--- src/rtl/ram_ctrl_pkg.sv ---
// Shared types and default sizing for the two-requester RAM controller.
package ram_ctrl_pkg;

    localparam int WIDTH = 32;
    localparam int DEPTH = 8;

    typedef enum logic {
        IDLE  = 1'b0,
        CLEAR = 1'b1
    } ram_ctrl_state_t;

    typedef enum logic {
        GNT_A = 1'b0,
        GNT_B = 1'b1
    } gnt_t;

endpackage

--- src/rtl/rr_arb2.sv ---
// Two-way round-robin arbiter. gnt[0] is requester A, gnt[1] is requester B.
// The grant is combinational; the priority pointer moves only on acceptance.
module rr_arb2 (
    input  logic       clk,
    input  logic       rst_n,
    input  logic [1:0] req,
    input  logic       accept,
    input  logic       enable,
    output logic [1:0] gnt
);
    import ram_ctrl_pkg::*;

    gnt_t rr_last;

    // Pick a requester; under contention favour the one not served last.
    always_comb begin
        // NOTE: default first so every path assigns gnt and no latch is inferred.
        gnt = 2'b00;
        if (enable) begin
            case (req)
                2'b01:   gnt = 2'b01;
                2'b10:   gnt = 2'b10;
                2'b11:   gnt = (rr_last == GNT_B) ? 2'b01 : 2'b10;
                default: gnt = 2'b00;
            endcase
        end
    end

    // Remember the last served requester; after reset A wins first.
    always_ff @(posedge clk) begin
        // NOTE: non-blocking assignments keep every flop updating from pre-edge values.
        if (!rst_n) begin
            rr_last <= GNT_B;
        end else if (accept && (gnt != 2'b00)) begin
            rr_last <= gnt[1] ? GNT_B : GNT_A;
        end
    end

endmodule

--- src/rtl/ram_arb_ctrl.sv ---
// Two-requester controller for a single-port synchronous RAM with a
// hardware zero-fill sequencer. One RAM access per cycle; read data is
// returned the cycle after acceptance straight from the RAM output register.
module ram_arb_ctrl #(
    parameter int WIDTH = ram_ctrl_pkg::WIDTH,
    parameter int DEPTH = ram_ctrl_pkg::DEPTH
) (
    input  logic             clk,
    input  logic             rst_n,
    input  logic             a_valid,
    output logic             a_ready,
    input  logic             a_we,
    input  logic [DEPTH-1:0] a_addr,
    input  logic [WIDTH-1:0] a_wdata,
    output logic             a_rvalid,
    output logic [WIDTH-1:0] a_rdata,
    input  logic             b_valid,
    output logic             b_ready,
    input  logic             b_we,
    input  logic [DEPTH-1:0] b_addr,
    input  logic [WIDTH-1:0] b_wdata,
    output logic             b_rvalid,
    output logic [WIDTH-1:0] b_rdata,
    input  logic             clr_start,
    output logic             clr_busy,
    output logic             clr_done,
    output logic [DEPTH-1:0] ram_addr,
    output logic             ram_we,
    output logic [WIDTH-1:0] ram_din,
    input  logic [WIDTH-1:0] ram_dout
);
    import ram_ctrl_pkg::*;

    ram_ctrl_state_t  state;
    logic [DEPTH-1:0] clr_cnt;
    logic [1:0]       gnt;
    logic             arb_enable;
    logic             clr_last;

    // Arbitration is live only in IDLE and out of reset, so ready stays low
    // while rst_n is asserted and throughout a clear.
    assign arb_enable = rst_n && (state == IDLE);

    rr_arb2 u_arb (
        .clk    (clk),
        .rst_n  (rst_n),
        .req    ({b_valid, a_valid}),
        .accept (gnt != 2'b00),
        .enable (arb_enable),
        .gnt    (gnt)
    );

    assign a_ready = gnt[0];
    assign b_ready = gnt[1];

    // The counter stops at all-ones and the terminal match ends the clear,
    // so it never needs to wrap to reach the final address.
    assign clr_last = (state == CLEAR) && (clr_cnt == {DEPTH{1'b1}});
    assign clr_busy = (state == CLEAR);
    assign clr_done = clr_last;

    // Read data passes straight through; it is only meaningful with rvalid.
    assign a_rdata = ram_dout;
    assign b_rdata = ram_dout;

    // Steer the RAM port from the clear sequencer or the granted request.
    always_comb begin
        ram_addr = '0;
        ram_we   = 1'b0;
        ram_din  = '0;
        if (state == CLEAR) begin
            ram_addr = clr_cnt;
            ram_we   = 1'b1;
        end else if (gnt[0]) begin
            ram_addr = a_addr;
            ram_we   = a_we;
            ram_din  = a_wdata;
        end else if (gnt[1]) begin
            ram_addr = b_addr;
            ram_we   = b_we;
            ram_din  = b_wdata;
        end
    end

    // Clear FSM and address counter.
    always_ff @(posedge clk) begin
        if (!rst_n) begin
            state   <= IDLE;
            clr_cnt <= '0;
        end else begin
            case (state)
                IDLE: begin
                    clr_cnt <= '0;
                    if (clr_start) state <= CLEAR;
                end
                CLEAR: begin
                    clr_cnt <= clr_cnt + 1'b1;
                    if (clr_last) state <= IDLE;
                end
                default: state <= IDLE;
            endcase
        end
    end

    // Read responses: one-cycle pulse after a read is accepted.
    always_ff @(posedge clk) begin
        if (!rst_n) begin
            a_rvalid <= 1'b0;
            b_rvalid <= 1'b0;
        end else begin
            a_rvalid <= gnt[0] && !a_we;
            b_rvalid <= gnt[1] && !b_we;
        end
    end

endmodule

--- config.mk ---
export PLATFORM = sky130hd
export DESIGN_NAME = ram_arb_ctrl
export DESIGN_NICKNAME = d
export VERILOG_FILES = /design/src/rtl/ram_ctrl_pkg.sv /design/src/rtl/rr_arb2.sv /design/src/rtl/ram_arb_ctrl.sv
export SDC_FILE = /design/constraint.sdc
export NUM_CORES = 1
export LEC_CHECK = 0
export BUFFER_PORTS_ARGS = -buffer_cell sky130_fd_sc_hd__clkbuf_2
export CELL_PAD_IN_SITES_DETAIL_PLACEMENT = 2
export CELL_PAD_IN_SITES_GLOBAL_PLACEMENT = 2
export CORE_MARGIN = 10
export CORE_UTILIZATION = 13
export CTS_BUF_LIST = sky130_fd_sc_hd__clkbuf_16
export CTS_CLUSTER_DIAMETER = 30
export DETAILED_ROUTE_END_ITERATION = 10
export PLACE_DENSITY = 0.95
export RECOVER_POWER = 25
export SLEW_MARGIN = 20
export SYNTH_ARGS = -nofsm -noshare
export SYNTH_HDL_FRONTEND = slang
export SYNTH_HIERARCHICAL = 1
export SYNTH_SLANG_ARGS = --single-unit
export TNS_END_PERCENT = 30
--- constraint.sdc ---
create_clock -name clk -period 2.8 [get_ports clk]
set_input_delay 0.28 -clock clk [delete_from_list [all_inputs] [get_ports clk]]
set_output_delay 0.28 -clock clk [all_outputs]
set_load 0.1 [all_outputs]
Yosys cells after proc, flatten, opt, wreduce, memory -nomap -nowiden
Cells that the tools add are included.
{"block": "word_totals", "ff_bits": 12, "latch_bits": 0, "mem_bits_rw": 0, "romBits": 0, "input_bits": 119, "output_inout_bits": 111, "wordCells": 35, "n_memories": 0}
{"block": "classes", "add_sub_neg": 1, "mul": 0, "div": 0, "n_lt_le_gt_ge": 0, "eq_ne": 4, "n_shift": 0, "n_mux": 17, "n_bitwise": 1, "reduce_logical": 7}
{"cell": "2-to-1 mux 32 bit", "n": 3}
{"cell": "2-to-1 mux 8 bit", "n": 3}
{"cell": "case mux 8 bit (2 select lines)", "n": 1}
{"cell": "adder 8 x 1 -> 8 bit (second input constant)", "n": 1}
{"cell": "equality test 8 bit (second input constant)", "n": 1}
{"cell": "2-to-1 mux 1 bit", "n": 6}
{"cell": "case mux 2 bit (3 select lines)", "n": 1}
{"cell": "equality test 2 bit (second input constant)", "n": 2}
{"cell": "logical AND 1 bit", "n": 4}
{"cell": "2-to-1 mux 2 bit", "n": 2}
{"cell": "equality test 2 x 1 -> 1 bit (second input constant)", "n": 1}
{"cell": "zero test 1 bit", "n": 2}
{"cell": "case mux 1 bit (2 select lines)", "n": 1}
{"cell": "nonzero test 2 bit", "n": 1}
{"cell": "NOT 1 bit", "n": 1}

Depth between registers and ports, before layout
{"block": "logic_depth", "ltp_word": 6, "ltp_mapped": 9, "ltp_nobuf": 6}

By module
Netlist, hierarchy kept.
{"mod": "ram_arb_ctrl", "instances": 1, "cells_per_inst": 214, "area_per_inst_um2": 1476.4}
{"mod": "rr_arb2", "instances": 1, "cells_per_inst": 9, "area_per_inst_um2": 67.6}

Worst setup path before layout
No wires, ideal clock.
{"block": "synth_timing", "kind": "reg-to-output", "startpoint": "register state (netlist: clr_busy)", "endpoint": "output ram_addr[0]", "t_arrival_ns": 5.579, "required_ns": 2.520, "slack_ns": -3.059, "stages_incl_launch_ff": 9, "path_buffers": 2, "cell_sequence": "dfxtp_1 > buf_2 > nor2b_1 > nand2_1 > a21oi_1 > nor2b_2 > buf_2 > a22oi_1 > o21ai_0"}
{"block": "synth_via", "elab_chain_len": 6}
{"item": "start: declaration", "line": "ram_arb_ctrl.sv:34", "source": "ram_ctrl_state_t state;"}
{"item": "start signal: assignment", "line": "ram_arb_ctrl.sv:88", "source": "state <= IDLE;"}
{"item": "start signal: assignment", "line": "ram_arb_ctrl.sv:94", "source": "if (clr_start) state <= CLEAR;"}
{"item": "start signal: assignment", "line": "ram_arb_ctrl.sv:98", "source": "if (clr_last) state <= IDLE;"}
{"item": "NOT 1 bit"}
{"item": "logical AND 1 bit", "line": "ram_arb_ctrl.sv:42", "source": "assign arb_enable = rst_n && (state == IDLE);"}
{"item": "via arb_enable", "line": "ram_arb_ctrl.sv:37", "source": "logic arb_enable;"}
{"item": "2-to-1 mux 2 bit", "line": "rr_arb2.sv:19", "source": "if (enable) begin"}
{"item": "via b_ready", "line": "ram_arb_ctrl.sv:18", "source": "output logic b_ready,"}
{"item": "2-to-1 mux 8 bit", "line": "ram_arb_ctrl.sv:78", "source": "end else if (gnt[1]) begin"}
{"item": "2-to-1 mux 8 bit", "line": "ram_arb_ctrl.sv:74", "source": "end else if (gnt[0]) begin"}
{"item": "2-to-1 mux 8 bit", "line": "ram_arb_ctrl.sv:71", "source": "if (state == CLEAR) begin"}
{"item": "end: declaration", "line": "ram_arb_ctrl.sv:27", "source": "output logic [DEPTH-1:0] ram_addr,"}
The timed path passes the listed nets, and every way through them passes these cells.

Worst setup path in the final report
{"block": "layout_timing", "startpoint": "register state (netlist: clr_busy)", "endpoint": "output ram_din[10]"}
{"block": "layout_via", "elab_chain_len": 6}
{"item": "NOT 1 bit (*)"}
{"item": "logical AND 1 bit (*)", "line": "ram_arb_ctrl.sv:42"}
{"item": "via arb_enable", "line": "ram_arb_ctrl.sv:37"}
{"item": "2-to-1 mux 2 bit (*)", "line": "rr_arb2.sv:19"}
{"item": "2-to-1 mux 32 bit", "line": "ram_arb_ctrl.sv:78"}
{"item": "2-to-1 mux 32 bit (*)", "line": "ram_arb_ctrl.sv:74"}
{"item": "2-to-1 mux 32 bit (*)", "line": "ram_arb_ctrl.sv:71"}
{"item": "end: declaration", "line": "ram_arb_ctrl.sv:29", "source": "output logic [WIDTH-1:0] ram_din,"}
The timed path passes the listed nets; every way through them passes the cells marked *.

==> flow_summary_export.csv <==
group,metric,value,unit
layout,fillers,1317,
pwr,vdd.ir_drop.worst,0.162,mV
pwr,combinationalPowerShare,0.575,
cts,htree_levels,1,
pwr,p_int,564,uW
critical_path,critPathMaxFanout,26,
route,drc_errors,0,
global_route,grt-ovfl-total,0,
sta,finalSetupTns,0,ps
die,start_util,0.134,
cts,clk_pin_slew,40,ps
critical_path,crit_family,"simple AND/OR/NAND/NOR gates",
die,ios,230,
die,rows,39,
cts,worstSkewPairLatency,240,ps
yosys,ys_seq_elements,12,
sta,finalClockSkew,3.47,ps
placed_design,pre_cts_ws,441,ps
critical_path,worst_setup_path_end_kind,"primary output",
yosys,yosys_warnings,6,
yosys,yosysUniqueCellTypes,28,
yosys,synthesis.area,0.00154,sq mm
die,die_w,129,um
yosys,synth.largest_area_cell,"buf_4",
sta,fmax,0.412,GHz
pwr,cellLeakagePower,1.18,nW
die,core-area,0.0115,sq mm
pwr,clock_power_share,0.251,
critical_path,crit_path_cell_trace,"nor2b_4, nand2_1, a21oi_4, nor2b_4, buf_12, a22oi_1, nor2_4, buf_12",
die,die-area,0.0166,sq mm
cts,cts_resized,0,
cts,cts_buffer_depth,2,
die,fp.dieH,129,um
sta,slew_headroom,0.485,
pwr,swShare,0.450,
layout,final_nets,407,
sta,hold_viol_final,0,
cts,cts_sinks,12,
yosys,syn_inst,223,
sta,report.final.slew_viol_count,0,
critical_path,cp-start-kind,"flop",
sta,fin_hold_ws,296,ps
yosys,post_synth_main_area_contributors,"buf_4 31%, a22oi_1 19%, dfxtp_1 16%, nor2_1 9.0%, o21ai_0 3.9%",
critical_path,critPathBufInv,2,
critical_path,max_stage_delay,430,ps
route,routed_via_density,4.21,
critical_path,crit_type,"flop to primary output",
layout,final_util,0.259,
sta,setup_ws,375,ps
cts,cts_hold_buf,0,
route,avgRoutedWirePerCell,19.4,um
layout,syn2layout_area_growth,93.0,%
route,vias,1806,
placed_design,hpwl,7410,um
sta,period_share,0.866,
global_route,grt_pass1_vias,2183,
critical_path,arrival,2150,ps
sta,rsz0062_at_grt,"false",
sta,min_period,2430,ps
yosys,synth_top_area_share,0.311,
route,first_iter_violations,34,
critical_path,crit_required,2520,ps
route,ant_nets,0,
pwr,p_sw,461,uW
outcome,status,"finished clean",
global_route,antenna_found_initial,1,
worst_hold_path,holdCritPathClass,"input port to flop",
yosys,postSynthAreaPerCell,6.92,sq um
route,first_pass_iters,3,
pwr,power.density,344,mW/mm^2
cts,postCtsSetupBuffers,0,
pwr,seq_power_share,0.174,
cts,clock-root-buffer,"clkbuf_16",
global_route,track_usage,0.0948,
layout,drive_gt1_frac,0.671,
global_route,grt_max_degree,29,
sta,setup_violations,0,
route,wirelength,8340,um
layout,n_antenna_cell,0,
yosys,syn-num-nets,343,
yosys,ys_seq_area_frac,0.156,
placed_design,port_buffers,133,
global_route,grt_pass1_wl,12400,um
placed_design,place_congestion,0.719,
cts,cts_tree,"built",
cts,cts_buffers,3,
run,drv_cap,0,
critical_path,crit_path_top_delay_cell,"nor2b_4",
sta,tightest_slew,772,ps
logic make-up (layout without fill, tap and decap cells):
family                   count (synthesis)  count (layout)  share of synthesized area
flip-flops                              12              12                      0.156
AND/OR/NAND/NOR                         67              67                      0.199
XOR/XNOR                                 3               3                     0.0170
buffers and inverters                   80             143                      0.356
AO/OA/AOI/OAI                           60              60                      0.264
adder cells (fa/ha/maj)                  1               1                    0.00810
worst paths after layout:
path / start / end / slack [ps] / cells past startpoint
hold / removal: rst_n / u_arb/rr_last / 300 / 2
setup / recovery: clr_busy / ram_din[10] / 370 / 8
setup reg to reg: clr_busy / clr_cnt[7] / 600 / 4
hold reg to reg: clr_cnt[0] / clr_cnt[0] / 490 / 1
worst register-to-register path, stage by stage (launching register included):
cell and delay [ps]:
dfxtp_4 360, buf_4 450, buf_4 730, nand2_1 370, a21oi_1 210
state kept, by name, indices dropped and copies added, names as in the netlist:
register,flops
clr_busy,1
u_arb/rr_last,1
b_rvalid,1
a_rvalid,1
clr_cnt,8
metal layers:
layer	global-route usage	vias up	wire [um]	share of wire
met2	0.200	77	4950	0.59
met3	0.0329	20	701	0.084
li1	-	840	-	-
met1	0.0809	867	2500	0.30
met4	0.0241	2	164	0.020
met5	0	-	17	0.0020
synth_stat cells:
cell type / number
clkbuf_1: 6
xnor2_1: 1
buf_1: 2
dfxtp_1: 12
buf_4: 64
nor2_1: 37
o21ai_2: 1
xor2_1: 2
nor3_1: 1
a31oi_1: 1
nand2_1: 13
a21oi_1: 6
nor2b_1: 1
o21ai_0: 12
a22oi_1: 39
or3_1: 3
and3_1: 1
nor2b_2: 1
nand4_1: 1
inv_1: 1
a221o_1: 1
buf_2: 7
nand3_2: 1
and3b_1: 3
and4_4: 1
ha_1: 1
nand3_1: 3
or2_2: 1
final cells by class:
cell class / instances / area (sq um) / area share
flip-flops and latches: 12 / 244 / 0.0819
clock inverters: 1 / 3.75 / 0.00126
multi-input cells: 131 / 1130 / 0.378
repair buffers: 138 / 1350 / 0.453
inverters: 1 / 3.75 / 0.00126
clock buffers: 3 / 75.1 / 0.0252
well taps: 143 / 179 / 0.0600
power groups by stage:
stage               registers [mW]  clock network, mW  logic, mW
floorplan                    0.191                  0      0.786
finish                       0.178              0.257      0.589
global route                 0.178              0.272      0.615
global placement             0.181                  0      0.583
CTS                          0.178              0.263      0.598
detailed placement           0.181                  0      0.597
layout by cell type, fill, tap and decap left out, types with 2 or more instances in the layout:
master     instances
nand3_1            3
o21ai_4            8
or3_1              3
nor2_4            32
nor2_1             5
nor2b_4            2
buf_4              5
a21oi_1            4
xor2_1             2
a22oi_1           39
o21ai_0            4
dfxtp_1           11
inv_1              2
and3b_1            3
nand2_1           13
clkbuf_2          90
buf_12            43
a21oi_4            2
clkbuf_16          3
per-stage QoR:
step	instances	cell area (sq um)	power [mW]
floorplan	223	1940	0.977
global placement	425	2900	0.763
detailed placement	425	2900	0.778
CTS	429	2980	1.04
global route	429	2980	1.07
finish	429	2980	1.02
Note: power is estimated with default switching activity, not from simulation.
